`src/rtl/mem_pkg.sv`:
```
// Shared types, default sizes and the byte-parity helper for the parametrised RAM.
package mem_pkg;

  localparam int unsigned DEF_DATA_WIDTH = 32;
  localparam int unsigned DEF_DEPTH      = 64;
  localparam int unsigned DEF_ADDR_WIDTH = 6;

  typedef enum logic [0:0] {
    CLEAR = 1'b0,
    READY = 1'b1
  } state_e;

  // Even parity: the stored bit makes the byte plus parity carry an even number of ones.
  function automatic logic byte_parity(input logic [7:0] b);
    return ^b;
  endfunction

endpackage

```
`src/rtl/mem_clear_seq.sv`:
```
// Post-reset clear sequencer: walks every word once, then parks in READY.
module mem_clear_seq
  import mem_pkg::*;
#(
  parameter int unsigned DEPTH      = DEF_DEPTH,
  parameter int unsigned ADDR_WIDTH = DEF_ADDR_WIDTH
) (
  input  logic                  clock,
  input  logic                  reset,
  output logic                  busy,
  output logic                  clrWe,
  output logic [ADDR_WIDTH-1:0] clrAddr
);

  state_e                state_q, state_d;
  logic [ADDR_WIDTH-1:0] ptr_q, ptr_d;
  logic                  busy_q;

  always_ff @(posedge clock or negedge reset) begin
    if (!reset) begin
      state_q <= CLEAR;
      ptr_q   <= '0;
      busy_q  <= 1'b1;
    end else begin
      state_q <= state_d;
      ptr_q   <= ptr_d;
      busy_q  <= (state_d == CLEAR);
    end
  end

  always_comb begin
    state_d = state_q;
    ptr_d   = ptr_q;
    case (state_q)
      CLEAR: begin
        if (ptr_q == ADDR_WIDTH'(DEPTH - 1)) begin
          state_d = READY;
          ptr_d   = '0;
        end else begin
          ptr_d = ptr_q + ADDR_WIDTH'(1);
        end
      end
      READY:   state_d = READY;
      default: state_d = CLEAR;
    endcase
  end

  // busy_q mirrors state_q == CLEAR, so it doubles as the clear write strobe.
  assign busy    = busy_q;
  assign clrWe   = busy_q;
  assign clrAddr = ptr_q;

endmodule

```
`src/rtl/memory_module_param.sv`:
```
// Parametrised single-port RAM with byte enables, registered read and post-reset clear.
// Optional per-byte even parity and parityErr output when MEM_PARITY_EN is defined.
module memory_module_param
  import mem_pkg::*;
#(
  parameter int unsigned DATA_WIDTH = DEF_DATA_WIDTH,
  parameter int unsigned DEPTH      = DEF_DEPTH,
  parameter int unsigned ADDR_WIDTH = DEF_ADDR_WIDTH
) (
  input  logic                    clock,
  input  logic                    reset,
  input  logic [DATA_WIDTH-1:0]   data,
  input  logic [ADDR_WIDTH-1:0]   address,
  input  logic                    rE,
  input  logic                    wE,
  input  logic [DATA_WIDTH/8-1:0] byteEn,
  output logic [DATA_WIDTH-1:0]   dataOut,
  output logic                    dataValid,
`ifdef MEM_PARITY_EN
  output logic                    parityErr,
`endif
  output logic                    busy
);

  localparam int unsigned NB = DATA_WIDTH / 8;

  logic                  clrWe;
  logic [ADDR_WIDTH-1:0] clrAddr;

  logic [DATA_WIDTH-1:0] mem_q [DEPTH];

  logic                  in_range_c;
  logic                  wr_en_c;
  logic [ADDR_WIDTH-1:0] wr_addr_c;
  logic [NB-1:0]         wr_mask_c;
  logic [DATA_WIDTH-1:0] wr_data_c;
  logic [DATA_WIDTH-1:0] wr_word_c;
  logic                  rd_fire_c;
  logic [DATA_WIDTH-1:0] rd_data_c;

  logic [DATA_WIDTH-1:0] dataOut_q;
  logic                  dataValid_q;

  mem_clear_seq #(
    .DEPTH     (DEPTH),
    .ADDR_WIDTH(ADDR_WIDTH)
  ) u_clear_seq (
    .clock  (clock),
    .reset  (reset),
    .busy   (busy),
    .clrWe  (clrWe),
    .clrAddr(clrAddr)
  );

  assign in_range_c = (32'(address) < DEPTH);
  assign rd_fire_c  = rE & ~clrWe;
  assign rd_data_c  = in_range_c ? mem_q[address] : '0;

  // Clear sequencer owns the write port while it runs.
  always_comb begin
    wr_en_c   = 1'b0;
    wr_addr_c = address;
    wr_mask_c = byteEn;
    wr_data_c = data;
    if (clrWe) begin
      wr_en_c   = 1'b1;
      wr_addr_c = clrAddr;
      wr_mask_c = '1;
      wr_data_c = '0;
    end else if (wE && in_range_c) begin
      wr_en_c = 1'b1;
    end
  end

  always_comb begin
    wr_word_c = mem_q[wr_addr_c];
    for (int i = 0; i < NB; i++) begin
      if (wr_mask_c[i]) wr_word_c[8*i +: 8] = wr_data_c[8*i +: 8];
    end
  end

  always_ff @(posedge clock) begin
    if (wr_en_c) mem_q[wr_addr_c] <= wr_word_c;
  end

  always_ff @(posedge clock or negedge reset) begin
    if (!reset) begin
      dataOut_q   <= '0;
      dataValid_q <= 1'b0;
    end else begin
      dataValid_q <= rd_fire_c;
      if (rd_fire_c) dataOut_q <= rd_data_c;
    end
  end

  assign dataOut   = dataOut_q;
  assign dataValid = dataValid_q;

`ifdef MEM_PARITY_EN
  logic [NB-1:0] par_q [DEPTH];
  logic [NB-1:0] wr_par_c;
  logic          rd_perr_c;
  logic          parityErr_q;

  always_comb begin
    wr_par_c  = par_q[wr_addr_c];
    rd_perr_c = 1'b0;
    for (int i = 0; i < NB; i++) begin
      if (wr_mask_c[i]) wr_par_c[i] = byte_parity(wr_data_c[8*i +: 8]);
      if (in_range_c && (byte_parity(mem_q[address][8*i +: 8]) != par_q[address][i]))
        rd_perr_c = 1'b1;
    end
  end

  always_ff @(posedge clock) begin
    if (wr_en_c) par_q[wr_addr_c] <= wr_par_c;
  end

  always_ff @(posedge clock or negedge reset) begin
    if (!reset) begin
      parityErr_q <= 1'b0;
    end else if (rd_fire_c) begin
      parityErr_q <= rd_perr_c;
    end
  end

  assign parityErr = parityErr_q;
`endif

endmodule

```
`config.mk`:
```
export PLATFORM = sky130hd
export DESIGN_NAME = memory_module_param
export DESIGN_NICKNAME = d
export VERILOG_FILES = /design/src/rtl/mem_pkg.sv /design/src/rtl/mem_clear_seq.sv /design/src/rtl/memory_module_param.sv
export SDC_FILE = /design/constraint.sdc
export NUM_CORES = 2
export LEC_CHECK = 0
export ABC_AREA = 1
export CAP_MARGIN = 20
export CORE_MARGIN = 2
export CORE_UTILIZATION = 40
export CTS_CLUSTER_DIAMETER = 100
export DETAILED_ROUTE_END_ITERATION = 6
export SLEW_MARGIN = 20
export SYNTH_ARGS = -nofsm -noshare
export SYNTH_HDL_FRONTEND = slang
export SYNTH_SLANG_ARGS = --single-unit
```
`constraint.sdc`:
```
create_clock -name clock -period 7.85 [get_ports clock]
set_clock_uncertainty 0.15 [all_clocks]
set_input_delay 1.1775 -clock clock [delete_from_list [all_inputs] [get_ports clock]]
set_output_delay 1.1775 -clock clock [all_outputs]
set_load 0.02 [all_outputs]
```
==> qor.yml <==
detailed_routing:
  via_per_inst: 5.49
  vias: 55100
  drc: 16
  ant_nets: 0
  drt-initial-drc-count: 6735
  first_pass_iters: 7
  wl_per_cell_um: 24.2
  drt-total-wl_um: 242000
setup_path:
  crit_family: "buffers and inverters"
  path_cells: "buf_4 > clkdlybuf4s50_1"
  reg2reg_from: "u_clear_seq.busy"
  ff2ff_path_depth: 7
  rrSetupSlack_ns: 3.38
  cp.buffers_inverters: 2
  cp_slowest_cell: "dfstp_4"
  worstPathArrival_ns: 3.33
  max_stage_delay_ns: 1.16
  cp.required_ns: 6.52
  cp-end-kind: "primary output"
  cp-start-kind: "register"
  r2r-end: "mem_q[4][5]"
  critical_path_class: "register to primary output"
  worstPathMaxFanout: 30
placement:
  io_buffers: 79
  place_hpwl_um: 135000
  place.gp.congestion: 0.860
  place_area_um2: 87800
  place_worst_setup_slack_ns: 3.08
clock_tree:
  insertion_delay_ns: 0.86
  clock-sinks: 2089
  post-cts-setup-buffer-count: 0
  cts-root-buf: "clkbuf_16"
  cts_buffer_depth: 3
  ctsResizeCount: 0
  clk_pin_slew_ns: 0.06
  hold_buffers: 0
  cts_tree: "done"
  cts_made_buffers: 200
  cts_max_level: 4
timing:
  min_period_ns: 4.66
  clock.fmax_mhz: 215
  slew_headroom_pct: 21.4
  worst_pin_slew_ns: 1.18
  fin_ws_ns: 3.19
  fin_tns_setup_ns: 0
  finalHoldViolations: 0
  setup-violations-final: 0
  rsz0062_at_grt: "false"
  fin_crit_sh_pct: 59.4
  slew_viol_final: 0
  holdWs_ns: 0.324
grt:
  grt_max_degree: 210
  grt_pass1_wl_um: 355000
  antenna_found_initial: 6
  grt_use_total_pct: 22.1
  grt-ovfl-total: 0
  grt_pass1_vias: 52400
synth:
  synth_compound_area_share_pct: 0.143
  yosys_warnings: 0
  seq_area_frac_synth_pct: 73.8
  netlist_area_um2: 84800
  synth_fa_ha_area_share_pct: 0.0148
  avgSynthCellArea_um2: 11.8
  syn-num-nets: 7214
  yosys.area_share.simple_pct: 23.0
  synthCells: 7167
  ys_types: 30
  muxShareOfSynthArea_pct: 0
  ys_ff_latch: 2089
  synth_xor_area_share_pct: 0.0103
  synth_top_family_by_area: "simple AND/OR/NAND/NOR gates"
layout:
  nets: 7096
  syn2layout_area_growth_pct: 11.3
  final_layout_size_suffix_gt1_share_pct: 6.05
  fin_area_um2: 94300
  layout_commonest_cell: "nand2_1"
  layout_common_cells: "nand2_1 (2198), edfxtp_1 (2048), nand3_1 (2017)"
power_and_ir_drop:
  irDropWorstVdd_mv: 0.273
  power_density_nw_per_um2: 243
  p_leak_nw: 32.7
  total_power_mw: 22.9
floorplan:
  core_area_um2: 210000
  dieWidth_um: 464
  die_h_um: 464
  io_pins: 80
  std_cell_rows: 168
  start_util_pct: 40.3
  dieArea_um2: 216000
outcome:
  failed_checks: "design-rule violations"
  status: "finished with violations"
hold_path:
  min_path_type: "primary input to asynchronous set/reset pin"
flow_run:
  maxCapViolations: 0
## report_power, final
group	switching, mW	internal, mW	total, mW
sequential	0.0173	12.1	12.1
clock	4.13	5.51	9.64
combinational	0.823	0.339	1.16
total	4.97	17.9	22.9
## cell type report
cell class / instances / area, um^2
Clock buffer: 257 / 5370
Tap cell: 2805 / 3510
Antenna cell: 8 / 20.0
Timing Repair Buffer: 160 / 1560
Clock inverter: 115 / 1130
Inverter: 56 / 246
Sequential cell: 2089 / 62500
Fill cell: 19100 / 116000
Multi-Input combinational cell: 4542 / 20000
## cells in the mapped netlist
cell type  count  share of area [%]
buf_6          4              0.053
buf_2        236                1.4
nand4_1        1             0.0074
or2_1          1             0.0074
o31ai_1        1             0.0089
nor3_1         1             0.0059
inv_2          5              0.022
o21ai_2        2              0.021
a21oi_1        2              0.012
nand2_1     2198                9.7
o21ai_0        2              0.012
dfstp_2        1              0.031
dfrtp_1       40                1.2
nor2_2         7              0.052
inv_4          1             0.0074
o21ai_1        2              0.012
clkbuf_1     139               0.62
inv_1         50               0.22
or2_2          1             0.0074
buf_1         42               0.19
nor2_1       298                1.3
xor2_1         1              0.010
a21oi_2        4              0.041
a31oi_1        1             0.0074
o21ai_4        1              0.019
o311ai_0       1              0.010
buf_4         59               0.52
ha_1           1              0.015
nand3_1     2017                 12
edfxtp_1    2048                 73
## state kept, by name, summed over array words and instances (netlist names)
signal	flops
dataOut	32
dataValid	1
mem_q	2048
u_clear_seq.busy	1
u_clear_seq.clrAddr	6
u_clear_seq.state_q	1
## how the worst max path moves through the flow
stage                     start     endpoint  slack [ns]  cells after the start
2_1_floorplan           data[0]  mem_q[0][0]        4.49                      2
3_3_place_gp         address[3]  dataOut[20]        3.15                      8
3_5_place_dp         address[3]  dataOut[23]        3.08                      8
4_1_cts        u_clear_seq.busy         busy        3.10                      2
5_1_grt        u_clear_seq.busy         busy        3.10                      2
6_report       u_clear_seq.busy         busy        3.19                      2
## kinds of logic after synthesis
kind of cell,Yosys count
compound gates,16
fa+ha+maj,1
buf+inv,536
flops,2089
xor+xnor,1
simple gates,4524
## layer usage
metal	wire, um	global-route usage, %	vias up
li1	-	-	25100
met1	100000	30.5	27000
met2	111000	34.2	2441
met3	20600	4.49	443
met4	10000	9.02	10
met5	66	0.312	-
## metrics by stage
stage                     std cells  utilization, %
after CTS                     10000            44.8
after global placement         9650            41.7
final                         10000            44.9
after detailed placement       9651            41.8
after global routing          10000            44.9
after floorplan                7167               -
No activity file was read; power rests on OpenSTA's default activity.
